--- src/rtl/palette_mapper.sv ---
// Palette lookup: two-stage pixel-to-colour pipeline over a writable palette with a
// reload sweep back to the default palette. Define PALETTE_READBACK_EN for the rd_addr_i/rd_data_o port.
module palette_mapper #(
    parameter int NUM_WIDTH   = 4,
    parameter int COLOR_WIDTH = 8
) (
    input  logic                   clk,
    input  logic                   rst_n,
    input  logic                   pix_valid_i,
    input  logic [NUM_WIDTH-1:0]   pix_num_i,
    input  logic                   pix_blank_i,
    output logic [COLOR_WIDTH-1:0] color_o,
    output logic                   color_valid_o,
    input  logic                   wr_valid_i,
    output logic                   wr_ready_o,
    input  logic [NUM_WIDTH-1:0]   wr_addr_i,
    input  logic [COLOR_WIDTH-1:0] wr_data_i,
    input  logic                   reload_i,
`ifdef PALETTE_READBACK_EN
    input  logic [NUM_WIDTH-1:0]   rd_addr_i,
    output logic [COLOR_WIDTH-1:0] rd_data_o,
`endif
    output logic                   busy_o
);

    localparam int DEPTH = 2 ** NUM_WIDTH;

    typedef enum logic [0:0] {IDLE, RELOAD} state_e;

    state_e                 state_q, state_d;
    logic [NUM_WIDTH-1:0]   cnt_q, cnt_d;
    logic                   wr_ready_q, wr_ready_d;
    logic                   busy_q, busy_d;
    logic [COLOR_WIDTH-1:0] pal_q [DEPTH];
    logic [COLOR_WIDTH-1:0] pal_d [DEPTH];
    logic                   valid_s1_q, valid_s1_d;
    logic [NUM_WIDTH-1:0]   num_s1_q, num_s1_d;
    logic                   blank_s1_q, blank_s1_d;
    logic [COLOR_WIDTH-1:0] color_q, color_d;
    logic                   color_valid_q, color_valid_d;

    // Sweep control: the accepted write and the reload request may share an edge.
    always_comb begin
        state_d    = state_q;
        cnt_d      = cnt_q;
        case (state_q)
            IDLE: begin
                if (reload_i) begin
                    state_d = RELOAD;
                    cnt_d   = '0;
                end
            end
            RELOAD: begin
                cnt_d = cnt_q + 1'b1;
                if (cnt_q == '1) begin
                    state_d = IDLE;
                end
            end
            default: state_d = IDLE;
        endcase
        wr_ready_d = (state_d == IDLE);
        busy_d     = (state_d == RELOAD);
    end

    always_comb begin
        pal_d = pal_q;
        if (wr_valid_i && wr_ready_q) begin
            pal_d[wr_addr_i] = wr_data_i;
        end
        if (state_q == RELOAD) begin
            pal_d[cnt_q] = (cnt_q == '1) ? '1 : '0;
        end
    end

    // Stage 2 reads pal_q one edge after the pixel was sampled, so it already holds
    // every write accepted at the sampling edge.
    always_comb begin
        valid_s1_d    = pix_valid_i;
        num_s1_d      = pix_num_i;
        blank_s1_d    = pix_blank_i;
        color_valid_d = valid_s1_q;
        color_d       = (valid_s1_q && !blank_s1_q) ? pal_q[num_s1_q] : '0;
    end

    // NOTE: the palette is a flop array rather than a RAM because reset must restore
    // every entry at once; each element gets its default in the reset branch.
    always_ff @(posedge clk or negedge rst_n) begin
        if (!rst_n) begin
            state_q       <= IDLE;
            cnt_q         <= '0;
            wr_ready_q    <= 1'b1;
            busy_q        <= 1'b0;
            valid_s1_q    <= 1'b0;
            num_s1_q      <= '0;
            blank_s1_q    <= 1'b0;
            color_q       <= '0;
            color_valid_q <= 1'b0;
            for (int i = 0; i < DEPTH; i++) begin
                pal_q[i] <= (i == DEPTH - 1) ? '1 : '0;
            end
        end else begin
            state_q       <= state_d;
            cnt_q         <= cnt_d;
            wr_ready_q    <= wr_ready_d;
            busy_q        <= busy_d;
            valid_s1_q    <= valid_s1_d;
            num_s1_q      <= num_s1_d;
            blank_s1_q    <= blank_s1_d;
            color_q       <= color_d;
            color_valid_q <= color_valid_d;
            pal_q         <= pal_d;
        end
    end

`ifdef PALETTE_READBACK_EN
    logic [COLOR_WIDTH-1:0] rd_data_q, rd_data_d;

    always_comb begin
        rd_data_d = pal_d[rd_addr_i];
    end

    always_ff @(posedge clk or negedge rst_n) begin
        if (!rst_n) begin
            rd_data_q <= '0;
        end else begin
            rd_data_q <= rd_data_d;
        end
    end

    assign rd_data_o = rd_data_q;
`endif

    assign color_o       = color_q;
    assign color_valid_o = color_valid_q;
    assign wr_ready_o    = wr_ready_q;
    assign busy_o        = busy_q;

endmodule

--- config.mk ---
export PLATFORM = sky130hd
export DESIGN_NAME = palette_mapper
export DESIGN_NICKNAME = d
export VERILOG_FILES = /design/src/rtl/palette_mapper.sv
export SDC_FILE = /design/constraint.sdc
export NUM_CORES = 1
export LEC_CHECK = 0
export BUFFER_PORTS_ARGS = -buffer_cell sky130_fd_sc_hd__buf_2
export CAP_MARGIN = 20
export CELL_PAD_IN_SITES_DETAIL_PLACEMENT = 0
export CELL_PAD_IN_SITES_GLOBAL_PLACEMENT = 1
export CORE_UTILIZATION = 44
export DETAILED_ROUTE_END_ITERATION = 10
export PLACE_DENSITY_LB_ADDON = 0.05
export SYNTH_ARGS = -nofsm -noshare
export SYNTH_HDL_FRONTEND = slang
export SYNTH_SLANG_ARGS = --single-unit
export TNS_END_PERCENT = 5
--- constraint.sdc ---
create_clock -name clk -period 1.7 [get_ports clk]
set_clock_uncertainty 0.1 [all_clocks]
set_input_delay 0.085 -clock clk [delete_from_list [all_inputs] [get_ports clk]]
set_output_delay 0.085 -clock clk [all_outputs]
set_load 0.02 [all_outputs]
==> Yosys cells after proc, flatten, opt, wreduce, memory -nomap -nowiden <==
Cells that the tools add are included.
{ "op_classes": {"add_sub_neg": 1, "magnitude_cmp": 5, "n_eq_ne": 2, "muxes": 18, "bitwise": 5, "reduce_logical": 5} }
{ "ops": {"columns": ["operator", "n"], "rows": [
  ["$bwmux 128", 2],
  ["$mux 128", 2],
  ["$demux 8 s4", 2],
  ["$mux 8", 6],
  ["$bmux 8 s4", 1],
  ["$ge 5x5->1 const B", 3],
  ["$not 4->5", 3],
  ["$lt 5x1->1 const B", 2],
  ["$pmux 4 s2", 1],
  ["$add 4x1->4 const B", 1],
  ["$eq 4x4->1 const B", 1],
  ["$logic_and 1x1->1", 4],
  ["$mux 4", 1],
  ["$mux 1", 2],
  ["$ne 2x2->1 const B", 1],
  ["$not 1->1", 2],
  ["$pmux 1 s2", 1],
  ["$logic_not 1->1", 1]
]} }
{ "totals": {"regBits": 149, "output_inout_bits": 11, "elab_cells": 60} }

==> Depth between registers and ports, before layout <==
{ "depth": {"word_depth": 9, "depth_mapped": 6, "ltp_nobuf": 5} }

==> Least setup slack after synthesis <==
OpenSTA, ideal clock, no wires.
{ "synth_timing": {"kind": "register -> register", "startpoint": "reg wr_ready_q (netlist: wr_ready_o)", "endpoint": "reg pal_q[104] in the netlist's numbering", "t_arrival_ns": 1.558, "required_ns": 1.453, "path_slack_ns": -0.104, "stages_incl_launch_ff": 7, "cell_sequence": "dfstp_2 > nand4b_1 > buf_2 > or3_1 > buf_4 > mux2i_1 > nor2_1"} }
{ "synth_lines": {"columns": ["element", "line", "text"], "rows": [
  ["start: declaration", "32", "logic wr_ready_q, wr_ready_d;"],
  ["start signal: assignment", "104", "wr_ready_q <= wr_ready_d;"],
  ["end signal: indexed assignment", "99", "pal_q[i] <= (i == DEPTH - 1) ? '1 : '0;"],
  ["end signal: assignment", "111", "pal_q <= pal_d;"],
  ["end: declaration", "34", "logic [COLOR_WIDTH-1:0] pal_q [DEPTH];"]
]} }

==> metrics.yaml <==
fmax_ghz: 0.5554
cts_tree: "done"
fin_util_pct: 54.75
yosys_warnings: 0
critical_path.max_fanout: 11
cts_buffers: 17
synth_area_per_cell_um2: 10.22
clockBufferDepth: 2
hold_path_depth: 3
dpl_cell_area_um2: 7885
slowest_delay_ps: 560
core_um2: 15890
cp.required_ps: 1940
critPathArrivalTime_ps: 2040
ys_seq_area_share_pct: 52.29
ant_nets: 0
die_y_um: 129.5
synth_top_cell_by_area: "dfrtp_1"
drt-vias-per-instance: 5.759
synth_area_um2: 7152
wl_um: 21870
ir_worst_vdd_v: 0.0009433
crit_chain: "nand4_1 > buf_4 > or2_2 > nand2_1 > nand3_1"
cp_slowest_cell: "dfstp_2"
h-tree-depth: 4
area_delta_synth_final_pct: 21.61
synth_top_area_share_pct: 48.99
rsz0062_at_grt: "yes"
fp.dieW_um: 129.5
routed-via-count: 5742
overflow: 0
ioPinCount: 33
num_rows: 46
maxCapViolations: 0
hpwl_um: 14920
critPathKind: "register to register"
p_per_area_nw_per_um2: 1262
grt_pass1_vias: 5618
reg2reg_depth: 5
yosys_register_bits: 149
path_clk_slew_ps: 60
drc: 0
gp_congestion: 0.8642
start_kind: "register"
drive_above_1_share_pct: 24.58
n_fill_cell: 1467
layout.cells.most_common: "dfrtp_1"
min_period_ps: 1801
drtIter0Drc: 571
hp-class: "input port to register"
finalHoldViolCount: 0
grt_start_max_net_pins: 50
post-place-ws_ps: -157.1
design_area_um2: 8697
cts-root-buf: "clkbuf_16"
insertion_delay_ps: 420
multiInputGateArea_um2: 3263
synth_cells: 700
syn_nets: 726
seq_area_um2: 3741
start_util_pct: 45.02
endpoint_kind: "register"
setup_viol: 36
grt_usage_pct: 27.34
violations: "setup timing"
wl_per_cell_um: 21.94
synth.area.top_cells: "dfrtp_1, mux2i_1, mux4_2"
diodes: 0
status: "complete, but fails checks"
drv_slew: 0
slew_headroom_pct: 61.95
antenna_found_initial: 0
synth_edf_count: 0
die-area_um2: 16770
cts_sinks: 149
grt_pass1_wl_um: 33060
fin_crit_sh_pct: 105.9
worst_pin_slew_ps: 570.7
port_buffers: 32
ys_async_sr_fraction_pct: 100.0
setup_slack_ps: -100.5
synth_cell_types: 39
final_nets: 794
firstDrtPassIters: 6
leakage_nw: 4.169
ys.flop_type: "dfrtp_1"
layout_common_cells: "dfrtp_1, nand2_1, nor2_1, mux2i_1, buf_4"
## cells by family after synthesis
| logic type | synth area share [%] |
|---|---|
| buf+inv | 3.534 |
| simple gates | 15.61 |
| flops | 52.29 |
| compound gates | 11.21 |
| fa+ha+maj | 0.6998 |
| mux | 16.65 |
## cells in the mapped netlist (all sizes together) (5+ instances only)
cell type and n:
clkbuf 34, buf 21, dfrtp 140, nand4 7, a22oi 14, nand2 128
a21oi 49, nor2 70, nand3 26, mux4 24, mux2i 65, a31oi 24
o21ai 42, nor3 5, dfstp 9, o211ai 8
## worst paths after layout
path | startpoint | to | slack, ps
setup / recovery | wr_ready_o | pal_q[4] | -100
hold / removal | wr_data_i[2] | pal_q[2] | 30
setup reg to reg | wr_ready_o | pal_q[4] | -100
hold reg to reg | color_valid_d | color_valid_o | 310
max in group asynchronous | rst_n | wr_ready_o | 790
min in group asynchronous | rst_n | pal_q[103] | 50
## power by group
group,switching (mW),internal [mW],total [mW]
clock network,1.52,2.02,3.54
registers,0.619,4.31,4.93
logic,1.45,1.06,2.50
total,3.59,7.39,11.0
## per-stage QoR
step	total power [mW]	hold WS, ps	cells	setup TNS, ps
floorplan	6.246	-310.6	700	-1016
global placement	7.329	-72.96	954	-3184
detailed placement	7.391	-66.43	954	-4780
CTS	10.96	11.27	995	-4622
global route	11.47	28.13	997	-5666
finish	10.98	30.43	997	-1742
## routing by layer
metal	global-route usage, %	wire, um	share of wire, %
met1	38.80	9873	45
met2	43.33	10460	48
met3	5.078	1248	5.7
met4	6.977	289	1.3
met5	0	0	0
## final cells by class
cell class	instances	area share, %
sequential	149	43.02
multi-input combinational	492	37.52
timing repair buffer	104	9.797
clock buffer	21	5.524
tap	216	3.107
clock inverter	11	0.8632
inverter	4	0.1726
## flip-flops by register name, summed over array words and instances (netlist names)
signal,flops
color_o,8
num_s1_q,4
color_valid_o,1
wr_ready_o,1
busy_o,1
blank_s1_q,1
color_valid_d,1
cnt_q,4
pal_q,128
## worst max-delay path, delay by kind of cell, from the launching register on
kind | cells | cell delay [ps]
and+or+nand+nor | 4 | 800
DFF | 1 | 560
buffers and inverters | 1 | 260
## timing repair
item,CTS,global route
endpoints found under the hold margin,156,0
pin swaps,1,16
hold buffers,8,0
endpoints found under the setup margin,70,111
buffers inserted,1,3
resized for setup,3,39
No activity file was read; power rests on OpenSTA's default activity.
